--- config.mk ---
export PLATFORM = sky130hd
export DESIGN_NAME = br_write_scheduler
export DESIGN_NICKNAME = d
export VERILOG_FILES = /design/src/rtl/br_pkg.sv /design/src/rtl/br_scoreboard.sv /design/src/rtl/br_write_scheduler.sv
export SDC_FILE = /design/constraint.sdc
export NUM_CORES = 1
export LEC_CHECK = 0
export BUFFER_PORTS_ARGS = -buffer_cell sky130_fd_sc_hd__buf_4
export CORE_ASPECT_RATIO = 0.5
export CORE_UTILIZATION = 37
export DETAILED_ROUTE_END_ITERATION = 10
export HOLD_SLACK_MARGIN = 0.12
export PLACE_DENSITY = 0.63
export SYNTH_ARGS = -nofsm -noshare
export SYNTH_HDL_FRONTEND = slang
export SYNTH_HIERARCHICAL = 1
export SYNTH_SLANG_ARGS = --single-unit
--- constraint.sdc ---
create_clock -name clk -period 8.9 [get_ports clk]
set_input_delay 0 -clock clk [delete_from_list [all_inputs] [get_ports clk]]
set_output_delay 0 -clock clk [all_outputs]
set_load 0.03 [all_outputs]
--- src/rtl/br_pkg.sv ---
// Shared constants and the round-robin port encoding for the register-bank
// write scheduler.
package br_pkg;

  localparam int NREG = 32;
  localparam int AW   = 5;
  localparam int DW   = 32;

  typedef enum logic {
    PORT_A = 1'b0,
    PORT_B = 1'b1
  } port_e;

endpackage

--- src/rtl/br_scoreboard.sv ---
// Busy-register scoreboard: tracks destinations reserved at issue, counts them,
// flags writes to idle registers and raises the decode source-hazard stall.
module br_scoreboard #(
  parameter int NREG    = br_pkg::NREG,
  parameter int AW      = br_pkg::AW,
  parameter int DROP_R0 = 1
) (
  input  logic          clk,
  input  logic          rst,
  input  logic          we,
  input  logic [AW-1:0] DE,
  input  logic          rsv_valid,
  input  logic [AW-1:0] rsv_addr,
  input  logic [AW-1:0] DL1,
  input  logic [AW-1:0] DL2,
  input  logic          use1,
  input  logic          use2,
  output logic          stall,
  output logic [AW:0]   pending,
  output logic          err
);

  logic [NREG-1:0] busy_q, busy_d, busy_eff;
  logic [AW:0]     pending_q, pending_d;
  logic            err_q, err_d;
  logic            set_en, inc, dec;

  always_comb begin
    set_en = rsv_valid & ~((DROP_R0 != 0) && (rsv_addr == '0));
    inc    = set_en & ~busy_q[rsv_addr];
    // A clear that collides with a set on the same address is cancelled by the set.
    dec    = we & busy_q[DE] & ~(set_en && (rsv_addr == DE));

    busy_d = busy_q;
    if (we) busy_d[DE] = 1'b0;
    if (set_en) busy_d[rsv_addr] = 1'b1;

    pending_d = pending_q + {{AW{1'b0}}, inc} - {{AW{1'b0}}, dec};
    err_d     = err_q | (we & ~busy_q[DE]);
  end

  // The bank writes through combinationally, so the register being written
  // this cycle already reads its new value and must not stall decode.
  always_comb begin
    busy_eff = busy_q;
    if (we) busy_eff[DE] = 1'b0;
    if (DROP_R0 != 0) busy_eff[0] = 1'b0;
    stall = (use1 & busy_eff[DL1]) | (use2 & busy_eff[DL2]);
  end

  always_ff @(posedge clk) begin
    if (rst) begin
      busy_q    <= '0;
      pending_q <= '0;
      err_q     <= 1'b0;
    end else begin
      busy_q    <= busy_d;
      pending_q <= pending_d;
      err_q     <= err_d;
    end
  end

  assign pending = pending_q;
  assign err     = err_q;

endmodule

--- src/rtl/br_write_scheduler.sv ---
// Arbitrates the single register-bank write port between ALU (A) and load (B)
// writeback, registers the write, and hosts the busy scoreboard.
module br_write_scheduler #(
  parameter int NREG    = br_pkg::NREG,
  parameter int AW      = br_pkg::AW,
  parameter int DW      = br_pkg::DW,
  parameter int DROP_R0 = 1,
  parameter int PRIO_B  = 0
) (
  input  logic          clk,
  input  logic          rst,
  input  logic          a_valid,
  input  logic [AW-1:0] a_addr,
  input  logic [DW-1:0] a_data,
  output logic          a_ready,
  input  logic          b_valid,
  input  logic [AW-1:0] b_addr,
  input  logic [DW-1:0] b_data,
  output logic          b_ready,
  input  logic          rsv_valid,
  input  logic [AW-1:0] rsv_addr,
  input  logic [AW-1:0] DL1,
  input  logic [AW-1:0] DL2,
  input  logic          use1,
  input  logic          use2,
  output logic          stall,
  output logic          we,
  output logic [AW-1:0] DE,
  output logic [DW-1:0] Dato,
  output logic [AW:0]   pending,
  output logic          err
);

  import br_pkg::*;

  port_e         rr_q, rr_d;
  logic          we_q, we_d;
  logic [AW-1:0] de_q, de_d;
  logic [DW-1:0] dato_q, dato_d;
  logic          both, win_b, grant_a, grant_b;
  logic [AW-1:0] sel_addr;
  logic [DW-1:0] sel_data;
  logic          drop;

  // rr_q names the port that wins the next contended cycle.
  always_comb begin
    both    = a_valid & b_valid;
    win_b   = (PRIO_B != 0) ? 1'b1 : (rr_q == PORT_B);
    grant_a = a_valid & (~b_valid | ~win_b);
    grant_b = b_valid & (~a_valid | win_b);

    rr_d = rr_q;
    if (both) rr_d = grant_b ? PORT_A : PORT_B;

    sel_addr = grant_b ? b_addr : a_addr;
    sel_data = grant_b ? b_data : a_data;
    drop     = (DROP_R0 != 0) && (sel_addr == '0);

    we_d   = (grant_a | grant_b) & ~drop;
    de_d   = we_d ? sel_addr : de_q;
    dato_d = we_d ? sel_data : dato_q;
  end

  always_ff @(posedge clk) begin
    if (rst) begin
      rr_q   <= PORT_A;
      we_q   <= 1'b0;
      de_q   <= '0;
      dato_q <= '0;
    end else begin
      rr_q   <= rr_d;
      we_q   <= we_d;
      de_q   <= de_d;
      dato_q <= dato_d;
    end
  end

  assign a_ready = grant_a;
  assign b_ready = grant_b;
  assign we      = we_q;
  assign DE      = de_q;
  assign Dato    = dato_q;

  br_scoreboard #(
    .NREG    (NREG),
    .AW      (AW),
    .DROP_R0 (DROP_R0)
  ) u_scoreboard (
    .clk       (clk),
    .rst       (rst),
    .we        (we_q),
    .DE        (de_q),
    .rsv_valid (rsv_valid),
    .rsv_addr  (rsv_addr),
    .DL1       (DL1),
    .DL2       (DL2),
    .use1      (use1),
    .use2      (use2),
    .stall     (stall),
    .pending   (pending),
    .err       (err)
  );

endmodule

==> run metrics <==
status=complete, no violations; Distinct cells, synth=59; Mapped Nets=726; Detailed Place HPWL=11800 um; commonest non-fill, non-tap cell in the layout=buf_4; met2 GRT Util=between 40% and 50%; final hold violations=0; required time worst endpoint=between 9000 and 10000 ps; clk sinks=78; f_max=263 MHz; Max Slew Vio Count=0; largest net degree at the start of global routing=112; post-route cell area=7350 um^2; startpoint types=flip-flop; initial drt markers=340; first-pass GRT wire length=around 28000 um; area fraction of the dominant cell type after synthesis=29.9%; Worst-Skew Late Latency=roughly 340 ps; Core Area=roughly 14000 um^2; most frequent cells in the layout=buf_4, dfxtp_1, a21oi_1, dlygate4sd3_1, o21ai_0; EDFF count, synth=0; cell area after placement=between 6000 and 7000 um^2; Vias=5561; Die Ht=between 80 and 90 um; fill cell total of the finished layout=1302; DRC viols=0; initial antenna violation count=0; met1 Track Usage GR=31.5%; P per Cell Area=161 nW/um^2; critical path type=reg -> reg; grt total ovfl=0; vias per cell=5.61; number of global-route vias before repair=5503; Critical Path AT=3990 ps; multi-input logic area=3320 um^2; Synth warnings=6; Rel. slew slack=8.64%; Initial Utilization=38.2%; layout cell share with drive strength beyond 1=a little over a quarter; htree depth=3; Cell Rows=30; final cycle utilization of the critical path=42.8%; Mapped Area=5220 um^2; Synth Flop Type=dfxtp_1; wire length per cell=18.0 um; Chip Width=170 um; Clock transition at path regs=60 ps; class of the worst hold path=in -> reg; worst-case hold slack=130 ps; synthesized flop and latch total=about 80; Clock Skew=9.99 ps; # diodes=0; unrepaired setup endpoints after global routing=no; Root Driver=clkbuf_16; Worst Tran Pin Value=1370 ps; Lkg Pwr=2.93 nW; busiest grt layer=met2; I/O pins=144; max cap viols=0; Synth area leader=dfxtp_1; Tot Pwr=about 1.2 mW; synth top area cells=dfxtp_1, mux4_2, a21oi_1, mux2_2, o21ai_0; Syn Inst Count=623; Tot GR Track Use=about a quarter; port bufs=143; ys async rst share=0%; Max Root-Sink Buffers=2; met3 Usage GRT=6.28%; syn avg cell area=roughly 8.4 um^2; placer congestion estimate=0.918; Setup violations, final=0; endpoint type of the worst setup path=flip-flop; min Tclk post-route=3810 ps; Area Growth Syn to Fin=40.7%; die area=14600 um^2; Reg area=approximately 1600 um^2; Routed Antenna Nets=0; Place WS=5140 ps; cts bufs inserted=9; sequential share of the synthesized area=29.9%; detailed-route wire length=17800 um; largest fanout on the critical path=15; worst setup slack after layout=just over 5000 ps; TritonRoute pass-1 iters=5; setup TNS=0 ps; Peak VDD IR=0.0988 mV; final net count=897; CTS tree=built
==> Yosys cell counts (3+ instances only) <==
master,n
nand3b_1,3
clkbuf_1,36
mux2i_1,12
buf_2,9
mux4_2,21
o21a_1,3
and2_1,3
o2111ai_1,10
o22ai_1,7
mux2_2,29
dfxtp_1,78
xnor2_1,5
nor2_1,24
o32ai_1,4
nand2b_1,3
or3b_1,4
o211ai_1,15
ha_1,6
nand3_1,41
nor2b_1,35
nor3_1,3
mux2_1,3
a21oi_1,77
inv_1,29
nor3b_1,4
nand2_1,42
buf_6,5
xor2_1,6
o21ai_0,63
==> path summary, 6_finish.rpt <==
check                                             from                 endpoint  slack [ps]  cells after the start
worst min-delay path                        a_data[20]                 Dato[20]         130                      4
worst max-delay path                             DE[0]  u_scoreboard/pending[5]        5090                     14
worst max register to register                   DE[0]  u_scoreboard/pending[5]        5090                     14
worst min register to register  u_scoreboard/busy_q[0]   u_scoreboard/busy_q[0]         510                      1
==> state kept, by name (all words and copies together), names as in the netlist <==
register and count:
DE 5, Dato 32, rr_q 1, u_scoreboard/busy_q 32, u_scoreboard/err 1, u_scoreboard/pending 6, we 1
==> worst max-delay path, cell delays in order, from the launching register on <==
cell and delay [ps]:
dfxtp_1 770, mux4_1 640, inv_1 70, o22ai_1 60, nor4_1 520, nor2_1 120
ha_1 250, inv_1 70, ha_1 220, a21o_1 180, a21oi_1 220, o21bai_1 90
a21oi_1 220, xnor2_1 180, nor2_1 60
==> report_power, final <==
part	total [mW]	internal (mW)	switching [mW]	leakage, nW
registers	0.400	0.375	0.0243	0.640
clock network	0.442	0.279	0.163	0.174
logic	0.343	0.159	0.184	2.12
total	1.18	0.813	0.371	2.93
==> through the flow <==
step,utilization (%),instances
floorplan,-,623
global placement,46.2,907
detailed placement,46.2,907
CTS,53.8,991
global route,53.8,991
finish,53.8,991
==> metal layers <==
metal  vias up  wire [um]  share of wire [%]
met5         -          0                  0
li1       2626          -                  -
met2       269       8280                 46
met1      2644       7580                 43
met3        22       1710                9.6
met4         0        257                1.4
==> cell families after synthesis <==
| logic type | synth area share [%] |
|---|---|
| fa+ha+maj | 1.82 |
| simple gates | 17.7 |
| mux | 18.8 |
| compound gates | 23.1 |
| xor+xnor | 1.84 |
| buf+inv | 6.90 |
| flops | 29.9 |
==> cell type report <==
cell class | instances | area share (%)
Clock buffer | 9 | 3.06
Clock inverter | 7 | 1.77
Inverter | 29 | 1.48
Multi-Input combinational cell | 463 | 45.1
Sequential cell | 78 | 21.2
Tap cell | 192 | 3.27
Timing Repair Buffer | 213 | 24.1
==> repair_timing <==
action / in CTS / in global routing
resized for setup: 0 / 0
hold endpoints to repair: 50 / 0
hold buffers: 68 / 0
setup buffers: 0 / 0
Power figures use the tool's default switching activity.
